### src/rtl/wire_resolve_pkg.sv
// Shared definitions for the resolved-net pipeline.
// Provides the 2-bit four-state encoding constants and the net-kind enum
// used by wire_resolve_pipe and resolve_bit.
package wire_resolve_pkg;

  // Four-state bit encoding
  localparam logic [1:0] V0 = 2'b00;
  localparam logic [1:0] V1 = 2'b01;
  localparam logic [1:0] VZ = 2'b10;
  localparam logic [1:0] VX = 2'b11;

  typedef enum logic [1:0] {
    WIRE   = 2'd0,
    WAND   = 2'd1,
    WOR    = 2'd2,
    TRIREG = 2'd3
  } mode_e;

endpackage

### src/rtl/wire_resolve_pipe_resolve_bit.sv
// resolve_bit: combinational resolution of one net bit across N drivers.
// Ports:
//   codes    - N 2-bit codes, driver i at codes[2*i +: 2]
//   en       - per-driver enable; a disabled driver counts as z
//   mode     - net kind (wire / wand / wor / trireg)
//   charge   - stored trireg charge for this bit
//   val      - resolved 2-bit code
//   conflict - 0 and 1 met with no x present (wire and trireg only)
module resolve_bit
  import wire_resolve_pkg::*;
#(
  parameter int unsigned N = 4
) (
  input  logic [2*N-1:0] codes,
  input  logic [N-1:0]   en,
  input  logic [1:0]     mode,
  input  logic [1:0]     charge,
  output logic [1:0]     val,
  output logic           conflict
);

  logic any0, any1, anyx, allz;

  always_comb begin
    any0 = 1'b0;
    any1 = 1'b0;
    anyx = 1'b0;
    for (int i = 0; i < int'(N); i++) begin
      if (en[i]) begin
        unique case (codes[2*i +: 2])
          V0:      any0 = 1'b1;
          V1:      any1 = 1'b1;
          VX:      anyx = 1'b1;
          default: ;
        endcase
      end
    end
    allz = !(any0 || any1 || anyx);
  end

  always_comb begin
    val      = VZ;
    conflict = 1'b0;
    unique case (mode_e'(mode))
      WAND: begin
        if (any0)      val = V0;
        else if (anyx) val = VX;
        else if (any1) val = V1;
        else           val = VZ;
      end
      WOR: begin
        if (any1)      val = V1;
        else if (anyx) val = VX;
        else if (any0) val = V0;
        else           val = VZ;
      end
      default: begin
        // WIRE and TRIREG share resolution; trireg falls back to charge on z
        if (allz) begin
          val = (mode_e'(mode) == TRIREG) ? charge : VZ;
        end else if (anyx) begin
          val = VX;
        end else if (any0 && any1) begin
          val      = VX;
          conflict = 1'b1;
        end else if (any1) begin
          val = V1;
        end else begin
          val = V0;
        end
      end
    endcase
  end

endmodule

### src/rtl/wire_resolve_pipe.sv
// wire_resolve_pipe: registered four-state net resolver with valid/ready
// handshake, trireg charge storage and a saturating conflict counter.
// Ports:
//   clk, rst          - clock, synchronous active-high reset
//   in_valid/in_ready - input handshake for one driver set
//   drv_val, drv_en   - N drivers of W 2-bit codes each, per-driver enable
//   mode              - net kind, sampled with the transaction
//   out_valid/ready   - output handshake
//   out_val           - resolved net (W 2-bit codes)
//   out_conflict      - held result had at least one conflicting bit
//   conflict_cnt      - saturating count of accepted conflicting sets
module wire_resolve_pipe
  import wire_resolve_pkg::*;
#(
  parameter int unsigned W     = 5,
  parameter int unsigned N     = 4,
  parameter int unsigned CNT_W = 16
) (
  input  logic               clk,
  input  logic               rst,
  input  logic               in_valid,
  output logic               in_ready,
  input  logic [N*2*W-1:0]   drv_val,
  input  logic [N-1:0]       drv_en,
  input  logic [1:0]         mode,
  output logic               out_valid,
  input  logic               out_ready,
  output logic [2*W-1:0]     out_val,
  output logic               out_conflict,
  output logic [CNT_W-1:0]   conflict_cnt
);

  logic [2*W-1:0]   res;
  logic [W-1:0]     bit_conf;
  logic             accept;

  logic             valid_q, valid_d;
  logic [2*W-1:0]   val_q, val_d;
  logic             conf_q, conf_d;
  logic [CNT_W-1:0] cnt_q, cnt_d;
  logic [2*W-1:0]   charge_q, charge_d;

  for (genvar b = 0; b < int'(W); b++) begin : g_bit
    logic [2*N-1:0] codes;

    // Gather bit b of every driver into one contiguous vector
    always_comb begin
      codes = '0;
      for (int d = 0; d < int'(N); d++) begin
        codes[2*d +: 2] = drv_val[(d*int'(W) + b)*2 +: 2];
      end
    end

    resolve_bit #(
      .N(N)
    ) u_resolve_bit (
      .codes    (codes),
      .en       (drv_en),
      .mode     (mode),
      .charge   (charge_q[2*b +: 2]),
      .val      (res[2*b +: 2]),
      .conflict (bit_conf[b])
    );
  end

  assign in_ready = !rst && (!valid_q || out_ready);
  assign accept   = in_valid && in_ready;

  always_comb begin
    valid_d  = valid_q;
    val_d    = val_q;
    conf_d   = conf_q;
    cnt_d    = cnt_q;
    charge_d = charge_q;
    if (accept) begin
      valid_d = 1'b1;
      val_d   = res;
      conf_d  = |bit_conf;
      if (mode_e'(mode) == TRIREG) begin
        for (int b = 0; b < int'(W); b++) begin
          if (res[2*b +: 2] != VZ) charge_d[2*b +: 2] = res[2*b +: 2];
        end
      end
      if ((|bit_conf) && (cnt_q != {CNT_W{1'b1}})) cnt_d = cnt_q + CNT_W'(1);
    end else if (out_ready) begin
      valid_d = 1'b0;
    end
  end

  always_ff @(posedge clk) begin
    if (rst) begin
      valid_q  <= 1'b0;
      val_q    <= {W{VX}};
      conf_q   <= 1'b0;
      cnt_q    <= '0;
      charge_q <= {W{VX}};
    end else begin
      valid_q  <= valid_d;
      val_q    <= val_d;
      conf_q   <= conf_d;
      cnt_q    <= cnt_d;
      charge_q <= charge_d;
    end
  end

  assign out_valid    = valid_q;
  assign out_val      = val_q;
  assign out_conflict = conf_q;
  assign conflict_cnt = cnt_q;

endmodule
### config.mk
export PLATFORM = sky130hd
export DESIGN_NAME = wire_resolve_pipe
export DESIGN_NICKNAME = d
export VERILOG_FILES = /design/src/rtl/wire_resolve_pkg.sv /design/src/rtl/wire_resolve_pipe_resolve_bit.sv /design/src/rtl/wire_resolve_pipe.sv
export SDC_FILE = /design/constraint.sdc
export NUM_CORES = 1
export LEC_CHECK = 0
export CAP_MARGIN = 20
export CORE_ASPECT_RATIO = 1.5
export CORE_UTILIZATION = 52
export DETAILED_ROUTE_END_ITERATION = 10
export PLACE_DENSITY = 0.93
export SETUP_SLACK_MARGIN = 0.1
export SYNTH_ARGS = -nofsm -noshare
export SYNTH_HDL_FRONTEND = slang
export SYNTH_SLANG_ARGS = --single-unit
### constraint.sdc
create_clock -name clk -period 4.9 [get_ports clk]
set_input_delay 1.47 -clock clk [delete_from_list [all_inputs] [get_ports clk]]
set_output_delay 1.47 -clock clk [all_outputs]
set_load 0.02 [all_outputs]
==> results by group <==
Outcome
  • Outcome: finished, final reports clean

Finish
  • Synth-to-Final Area Change: 34.54%
  • Share of cells above drive strength 1: roughly 8.0%
  • Design area: between 3000 and 4000 sq um
  • Nets: roughly 480
  • Diode count: 0
  • Post-Layout Cell Count: ~490

Critical path
  • Reg-to-reg slack, setup: 2560 ps
  • Reg-to-reg critical path endpoint: conflict_cnt[11]
  • Worst R2R Start: out_valid
  • Data required, critical path: 3430 ps
  • CP endpoint kind: output port
  • CP max FO: 3
  • Crit path from: out_ready
  • Setup crit start kind: input pin
  • CP endpoint: in_ready
  • FF-to-FF path depth: 7
  • Path type of the worst setup path: in -> out
  • Critical Path AT: approximately 2800 ps

STA
  • Setup_tns: 0 ps
  • Final setup violation count: 0
  • Final number of hold-violating endpoints: 0
  • Slew HR: 50.27%
  • Slew Limit Fails: 0
  • Worst slew pin tran: between 700 and 800 ps
  • RSZ-0062 raised after global routing: no
  • Worst Skew: 6.532 ps
  • Period minus WS final: roughly 4200 ps
  • Tcrit/Tclk final: between 80% and 90%
  • Final hold slack: roughly 490 ps
  • Worst setup margin: between 600 and 700 ps
  • Maximum clock rate: around 240 MHz

Power and ir drop
  • Sw power: approximately 260 uW
  • Power density cells: between 200 and 300 nW/um^2
  • LEAKAGE: about 0.0014 uW
  • Maximum vdd drop: around 0.13 mV
  • Comb pwr share: around 28%
  • Net Sw Frac: approximately 29%
  • Internal power: 653.9 uW
  • Sequential cell fraction of total power: a little over a third
  • Clock network power share: between 30% and 40%

Global route
  • GRT Total Usage: 28.88%
  • Largest net degree at the start of global routing: 32
  • First-pass GRT wire length: between 10000 and 15000 microns
  • Total gr overflow: 0
  • Vias in the first global route: 2857
  • Initial antenna violation count: 0

Clocking
  • Setup bufs post-CTS: 0
  • Post-CTS Hold Fix Bufs: 0
  • Clock slew at reported path FFs: around 80 ps
  • CTS tree: built
  • Clock Latency Late Sink: 290 ps
  • Maximum root-to-sink buffer count: 2
  • Htree depth: 2
  • Root Driver: clkbuf_8
  • Resize count post-CTS: 0
  • CTS Buf Count: 5
  • # clock sinks: 38

Placement
  • # port buffers: 78
  • Pre-CTS setup slack: approximately 620 ps
  • DP Cell Count: between 400 and 500
  • Placed wire-length estimate: about 5700 microns
  • Dpl cell area: between 3000 and 4000 sq um
  • GP Congestion: 0.8164

Drt
  • Vias per cell: between 6 and 7
  • Drt first pass iters: 5
  • Initial drt markers: 254
  • DRT Wirelength: 7376 microns
  • DRC Markers: 0
  • Total number of vias: just over 3000
  • Detail Route Antenna Nets: 0
  • Drt wl/cell: 14.99 microns

Floorplan
  • Core Region: between 4000 and 5000 sq um
  • Die area: 5488 sq um
  • Die Wd: a little over 60 microns
  • Initial Util: a little over half
  • Ports: just under 80
  • Die Span Y: roughly 90 microns
  • # rows: 31

Logic synthesis
  • Ys Warns: 0
  • Syn Nets: 404
  • Post-synthesis cell type count: 73
  • Number of synthesized register bits: 38
  • Cells after synthesis: 350
  • Post-synth EDFFs: 0
  • Asr flop ratio synth: 0%
  • Netlist Area Pre-Place: between 2000 and 3000 sq um
  • Ys flop type: dfxtp_1
  • Mean Syn Cell Area: 7.711 sq um
  • Sequential fraction of the synthesis area: approximately 28%

Hold path
  • Worst Hold Class: reg -> reg
  • Hold_sp: charge_q[4]

Flow run
  • Max-cap viol count: 0
worst min-delay path by stage:
stage	end	cells after the start
after floorplan	charge_q[8]	1
after detailed placement	charge_q[9]	1
after global routing	charge_q[4]	2
after CTS	charge_q[6]	2
final	charge_q[4]	2
after global placement	charge_q[8]	1
cell families after synthesis:
family / Yosys count / share of synthesized area, %
DFF: 38 / 28.19
buffers and inverters: 31 / 6.073
and+or+nand+nor: 157 / 30.69
muxes: 2 / 0.7418
adders and majority gates: 4 / 1.855
AOI/OAI and AO/OA: 118 / 32.45
cell usage in the layout (no fill, tap or decap), types with 3 or more instances in the layout:
master	Yosys	routed
o21ai_0	28	28
o31ai_1	5	5
inv_1	18	18
nor3b_1	4	4
o22ai_1	5	5
a21oi_1	23	23
clkbuf_8	1	6
a21o_1	5	5
and3_1	6	6
nand3_1	30	30
nor2b_1	3	3
clkdlybuf4s50_1	0	78
nor3b_2	3	3
ha_1	4	4
nand2_1	47	47
a32oi_1	4	4
o221ai_1	3	3
or3_1	7	7
dfxtp_1	38	38
nand3b_1	4	4
o41ai_1	3	3
nand4_1	4	4
nor3_1	5	5
buf_4	1	3
o211a_1	3	3
nor2_1	28	28
a22oi_1	3	3
worst max-delay path: stages:
cell             delay, ps
clkdlybuf4s50_1        470
nor2b_1                 80
nor2_1                 130
clkdlybuf4s50_1        620
sequential cells by signal (all words and copies together) (netlist names):
signal and cells:
charge_q 10, conflict_cnt 16, out_val 10, out_conflict 1, out_valid 1
layout make-up:
cell class,count,area [sq um]
Clock buffer,6,82.58
Clock inverter,2,60.06
Fill cell,375,1295
Inverter,18,67.56
Multi-Input combinational cell,281,1774
Sequential cell,38,760.7
Tap cell,66,82.58
Timing Repair Buffer,81,803.3
metal layers:
layer | track usage, % | wire (microns)
met1 | 33.24 | 2802
met2 | 51.01 | 4021
met3 | 3.165 | 364
met5 | 0 | 0
met4 | 12.69 | 189
synthesized netlist by cell type, drive strengths merged (2+ instances only):
library cell  count  share of area, %
a21o              5               1.4
o2bb2ai           2              0.65
dfxtp            38                28
nor3b             7               2.5
nand2            47               6.5
nor2             28               3.9
and3              9               2.4
o21ai            30               5.6
o221a             2              0.83
nor4              2               1.0
buf               5               1.9
nor2b             3              0.70
ha                4               1.9
o31ai             6               2.2
clkbuf            8               1.6
or3               7               1.6
o221ai            3              0.97
o311ai            3               1.3
mux2i             2              0.74
a311oi            2              0.88
o22ai             5               1.2
a211oi            2               1.0
o31a              2              0.65
a22oi             4               1.3
or4               3              0.97
a31o              2              0.65
a31oi             2              0.46
nand3            30               5.6
a2bb2oi           2              0.65
o211a             3               1.1
nor3              6               1.5
a32o              2              0.79
inv              18               2.5
o41ai             3              0.97
a21oi            24               4.6
nand3b            4               1.1
a32oi             4               1.3
nand4             4              0.93
and2              3              0.83
o211ai            2              0.56
stage by stage:
| stage | utilization [%] | total power, uW |
|---|---|---|
| floorplan | - | 491.9 |
| global placement | 70.82 | 579.9 |
| detailed placement | 70.82 | 587.6 |
| CTS | 73.71 | 912.3 |
| global route | 73.71 | 956.0 |
| finish | 73.71 | 916.4 |
power by group through the flow:
stage | registers, uW | logic [uW] | clock network, uW
after detailed placement | 338 | 250 | 0
after CTS | 331 | 251 | 331
after global routing | 332 | 277 | 347
after floorplan | 350 | 142 | 0
after global placement | 337 | 243 | 0
final | 331 | 254 | 332
No activity file was read; power rests on OpenSTA's default activity.
